--- src/rtl/instr_fetch.sv ---
`default_nettype none
// ============================================================================
// Module   : instr_fetch
// Purpose  : Instruction fetch stage feeding the instruction register. Holds
//            the program counter, issues word reads to instruction memory over
//            a req/ack handshake, presents each returned word with a one-cycle
//            IR load strobe, handles branch redirects (discarding an in-flight
//            read that memory cannot abort) and raises a sticky error when
//            memory fails to answer within TimeoutCycles.
// Ports    : clock, reset            - clock, synchronous active-high reset
//            FetchEn                 - request next instruction (IDLE only)
//            BranchEn, BranchAddr    - redirect PC, accepted in any state
//            MemReadReq, MemAddr     - read request / registered word address
//            MemAck, MemDataIn       - memory completion and returned word
//            IRDataOut, IRInEn       - fetched word and its IR load strobe
//            PCOut                   - address of the word on IRDataOut
//            FetchBusy, FetchErr     - not-idle flag, sticky timeout flag
// Revision : 1.0 - initial release
// ============================================================================
module instr_fetch #(
    parameter int                 DataWidth     = 32,
    parameter int                 AddrWidth     = 24,
    parameter logic [AddrWidth-1:0] ResetVector = '0,
    parameter int                 TimeoutCycles = 16
) (
    input  logic                 clock,
    input  logic                 reset,
    input  logic                 FetchEn,
    input  logic                 BranchEn,
    input  logic [AddrWidth-1:0] BranchAddr,
    output logic                 MemReadReq,
    output logic [AddrWidth-1:0] MemAddr,
    input  logic                 MemAck,
    input  logic [DataWidth-1:0] MemDataIn,
    output logic [DataWidth-1:0] IRDataOut,
    output logic                 IRInEn,
    output logic [AddrWidth-1:0] PCOut,
    output logic                 FetchBusy,
    output logic                 FetchErr
);

    localparam logic [1:0] c_IDLE = 2'd0;
    localparam logic [1:0] c_REQ  = 2'd1;
    localparam logic [1:0] c_LOAD = 2'd2;

    // Counter only needs to reach TimeoutCycles-1; the final no-ack cycle is
    // detected by comparison rather than by counting one past it.
    localparam int                  c_CNT_W    = (TimeoutCycles > 2) ? $clog2(TimeoutCycles) : 1;
    localparam logic [c_CNT_W-1:0]  c_CNT_LAST = c_CNT_W'(TimeoutCycles - 1);

    logic [1:0]           r_state;
    logic [AddrWidth-1:0] r_pc;
    logic [AddrWidth-1:0] r_mem_addr;
    logic [DataWidth-1:0] r_ir_data;
    logic [AddrWidth-1:0] r_pc_out;
    logic                 r_fetch_err;
    logic                 r_discard;
    logic [c_CNT_W-1:0]   r_wait_cnt;

    logic [AddrWidth-1:0] w_redirect;
    logic                 w_timeout;

    // Address for a newly issued read: a same-cycle branch takes precedence
    // over the held PC (fetch issue in IDLE and re-issue after a discard).
    assign w_redirect = BranchEn ? BranchAddr : r_pc;
    assign w_timeout  = (r_wait_cnt == c_CNT_LAST);

    always_ff @(posedge clock) begin
        if (reset) begin
            r_state     <= c_IDLE;
            r_pc        <= ResetVector;
            r_mem_addr  <= ResetVector;
            r_ir_data   <= '0;
            r_pc_out    <= '0;
            r_fetch_err <= 1'b0;
            r_discard   <= 1'b0;
            r_wait_cnt  <= '0;
        end else begin
            case (r_state)
                c_IDLE: begin
                    if (BranchEn) begin
                        r_pc <= BranchAddr;
                    end
                    if (FetchEn) begin
                        r_mem_addr <= w_redirect;
                        r_wait_cnt <= '0;
                        r_state    <= c_REQ;
                    end
                end

                c_REQ: begin
                    if (MemAck) begin
                        if (r_discard || BranchEn) begin
                            // Stale word: drop it and immediately re-request
                            // from the redirected address.
                            r_mem_addr <= w_redirect;
                            r_pc       <= w_redirect;
                            r_discard  <= 1'b0;
                            r_wait_cnt <= '0;
                        end else begin
                            r_ir_data <= MemDataIn;
                            r_pc_out  <= r_mem_addr;
                            r_pc      <= r_mem_addr + AddrWidth'(1);
                            r_state   <= c_LOAD;
                        end
                    end else begin
                        if (BranchEn) begin
                            r_pc <= BranchAddr;
                        end
                        if (w_timeout) begin
                            r_fetch_err <= 1'b1;
                            r_discard   <= 1'b0;
                            r_state     <= c_IDLE;
                        end else begin
                            r_wait_cnt <= r_wait_cnt + c_CNT_W'(1);
                            // Memory cannot abort, so the outstanding read
                            // keeps its address and its data is marked stale.
                            if (BranchEn) begin
                                r_discard <= 1'b1;
                            end
                        end
                    end
                end

                c_LOAD: begin
                    if (BranchEn) begin
                        r_pc <= BranchAddr;
                    end
                    r_state <= c_IDLE;
                end

                default: begin
                    r_state <= c_IDLE;
                end
            endcase
        end
    end

    assign MemReadReq = (r_state == c_REQ);
    assign IRInEn     = (r_state == c_LOAD);
    assign FetchBusy  = (r_state != c_IDLE);
    assign MemAddr    = r_mem_addr;
    assign IRDataOut  = r_ir_data;
    assign PCOut      = r_pc_out;
    assign FetchErr   = r_fetch_err;

endmodule
`default_nettype wire

--- config.mk ---
export PLATFORM = sky130hd
export DESIGN_NAME = instr_fetch
export DESIGN_NICKNAME = d
export VERILOG_FILES = /design/src/rtl/instr_fetch.sv
export SDC_FILE = /design/constraint.sdc
export NUM_CORES = 1
export LEC_CHECK = 0
export CAP_MARGIN = 20
export CORE_UTILIZATION = 44
export DETAILED_ROUTE_END_ITERATION = 7
export DONT_BUFFER_PORTS = 1
export GPL_ROUTABILITY_DRIVEN = 0
export PLACE_DENSITY = 0.55
export SYNTH_ARGS = -nofsm -noshare
export SYNTH_HDL_FRONTEND = slang
export SYNTH_SLANG_ARGS = --single-unit
--- constraint.sdc ---
create_clock -name clock -period 1.9 [get_ports clock]
set_input_delay 0.38 -clock clock [delete_from_list [all_inputs] [get_ports clock]]
set_output_delay 0.38 -clock clock [all_outputs]
set_load 0.01 [all_outputs]
==> out/summary.txt <==
Post-synthesis register bit count: 112
Clock tree sinks: 112
Final-layout fill cell count: 1043
Post-synthesis cell count: 567
CP Buf/Inv Count: 0
Initial Util: 45.64%
Final HPWL DP: 8446 microns
Leak pwr: 1.898 nW
Yosys warning total: 0
Area grow syn2layout: 10.12%
CP Cell Sequence: and4_1 > and4_1 > nand4_1 > xor2_1 > o32ai_1
Initial antenna violation count: 0
CP peak stage delay: 0.46 ns
Register area share after synthesis: 47.37%
Total Routing Usage GR: 22.13%
Tmin final: 1.788 ns
Post-synth EDFFs: 0
Max-Cap Viols: 0
DR iter-0 viols: 273
Final Hold Slack: 0.06616 ns
Die width: 105.7 microns
Setup_tns: 0 ns
Final Cycle Share: 94.09%
RSZ-0062 raised after global routing: false
Crit path max-delay family: simple AND/OR/NAND/NOR gates
Worst setup path class: reg -> reg
Commonest non-fill, non-tap cell in the layout: nand2_1
Status: complete, no violations
Largest net degree at the start of global routing: 104
CTS buffer count: 9
Mux cell area share after synthesis: 5.313%
Synth Area in Simple Gates: 19.19%
CTS tree: built
Pwr Total: 0.004417 W
Most frequent cells in the layout: 128 x nand2_1, 112 x dfxtp_1, 79 x a21oi_1
Post-synthesis compound-gate area fraction: 19.93%
Synth async-reset ratio: 0%
Site row count: 37
Final Skew: 0.01249 ns
Final Hold Fails: 0
Die Area: 11180 sq um
Max IR drop VDD: 0.3928 mV
Worst Hold Class: in -> reg
Ant. Diodes: 0
First-pass GRT wire length: 19450 microns
Post-Route WL: 12500 microns
Worst setup SP type: register
Final setup violation count: 0
Area of the multi-input gates: 2311 sq um
Post-synth top flop: dfxtp_1
Worst-path maximum fanout: 12
Syn nets: 630
Longest Clk Path Bufs: 2
Die Y: 105.7 microns
Slew Viols, Final: 0
Layout cell share with drive strength beyond 1: 10.42%
Worst-path clk slew: 0.11 ns
Worst-Margin Slew: 0.7788 ns
Routed wire per std cell: 17.56 microns
Avg Cell Area, Syn: 8.348 sq um
Clock Tree Root: clkbuf_8
Vias per cell: 5.656
TritonRoute pass-1 iters: 4
Register area: 2242 sq um
Syn Std Cell Area: 4733 sq um
PortBufs: 0
H-tree depth: 3
I/O pins: 145
# nets final: 634
Antenna viol nets, final: 0
Remaining global-route overflow: 0
# hold bufs at CTS: 0
Critical path's most frequent cell: and4_1
Largest family of logic cells by synthesized area: compound AO/OA/AOI/OAI gates
Number of global-route vias before repair: 3768
Critical Path Slowest Stage Cell: and4_1
DR vias: 4027
CP Capture Type: register
DRC: 0
Max-Slew Margin vs Limit: 47.73%
Core Region: 10370 sq um
Fmax: 559.4 MHz
WP data arrival: 2.07 ns
Crit path required time: 2.19 ns
Dpl ws: 0.06340 ns
Clock latency on the worst-skew pair: 0.38 ns
Pwr Density: 847.5 nW/um^2
XOR/XNOR share of the synthesized area: 3.331%
Final WS setup: 0.1122 ns
Synth cell types: 40
Post-Synth Adder-Cell Area: 0.5287%
## area by class of cell
| type | count | share of cell area [%] |
|---|---|---|
| repair buffers | 37 | 5.809 |
| clock inverters | 6 | 0.6961 |
| flip-flops and latches | 112 | 43.01 |
| inverters | 6 | 0.4321 |
| clock buffers | 10 | 2.448 |
| multi-input cells | 405 | 44.34 |
| well taps | 136 | 3.265 |
## per-stage QoR
step           area, sq um  utilization [%]  instances
4_1_cts               5201            50.16        711
6_report              5213            50.27        712
3_5_place_dp          5037            48.58        695
3_3_place_gp          5037            48.58        695
5_1_grt               5213            50.27        712
2_1_floorplan         4733                -        567
## layer usage
layer | share of wire, % | track usage (%) | vias to the layer above
met3 | 8.1 | 5.628 | 14
met2 | 46 | 35.71 | 141
met4 | 1.3 | 8.036 | 0
li1 | - | - | 1992
met5 | 0 | 0 | -
met1 | 45 | 28.49 | 1880
## cells by family after synthesis
logic type                 count (synthesis)
DFF                                      112
and+or+nand+nor                          207
buffers and inverters                     50
muxes                                     25
adders and majority gates                  2
AOI/OAI and AO/OA                        153
xor gates and xnor gates                  18
## final timing paths
kind,from,to,slack [ns],cells after the start
hold / removal,reset,PCOut[17],0.07,1
hold reg to reg,r_pc[5],r_pc[5],0.46,2
setup reg to reg,MemAddr[10],r_pc[21],0.11,5
setup / recovery,MemAddr[10],r_pc[21],0.11,5
## flip-flops by register name (all words and copies together) (netlist names)
signal / flops
FetchErr: 1
IRDataOut: 32
MemAddr: 24
PCOut: 24
r_discard: 1
r_pc: 24
r_state: 2
r_wait_cnt: 4
## power breakdown
group | internal [W] | switching [W] | total (W)
Sequential | 0.00247 | 0.0000969 | 0.00256
Clock | 0.000472 | 0.000820 | 0.00129
Combinational | 0.000244 | 0.000319 | 0.000563
Total | 0.00318 | 0.00124 | 0.00442
## worst register-to-register path: cells and delay by family (launching register included)
family / cells / cell delay, ns
and+or+nand+nor: 3 / 0.91
xor gates and xnor gates: 1 / 0.17
AOI/OAI and AO/OA: 1 / 0.25
DFF: 1 / 0.35
## repair_timing
item / 4_1_cts / 5_1_grt
resized for setup: 0 / 2
buffers inserted: 0 / 1
endpoints found under the setup margin: 0 / 4
## cells in the mapped netlist (all sizes together) (2+ instances only)
library cell	count	area, sq um
o22ai	10	62.56
dfxtp	112	2242
nand2	129	484.2
nand4b	2	17.52
ha	2	25.02
a21oi	81	409.1
nand2b	2	12.51
and2	2	12.51
nor2b	2	12.51
nand4	7	43.79
o21ai	10	50.04
buf	16	77.58
nand3	10	50.05
xnor2	5	43.79
a211oi	25	187.7
and4	8	70.07
clkbuf	28	105.1
a31oi	2	12.51
o221ai	6	52.55
nor3	3	15.01
nor2	32	120.1
xor2	13	113.9
and3	7	43.79
inv	6	22.52
mux2i	24	240.2
a32oi	2	17.52
o211ai	3	22.52
a22oi	9	67.56
Power figures use the tool's default switching activity.
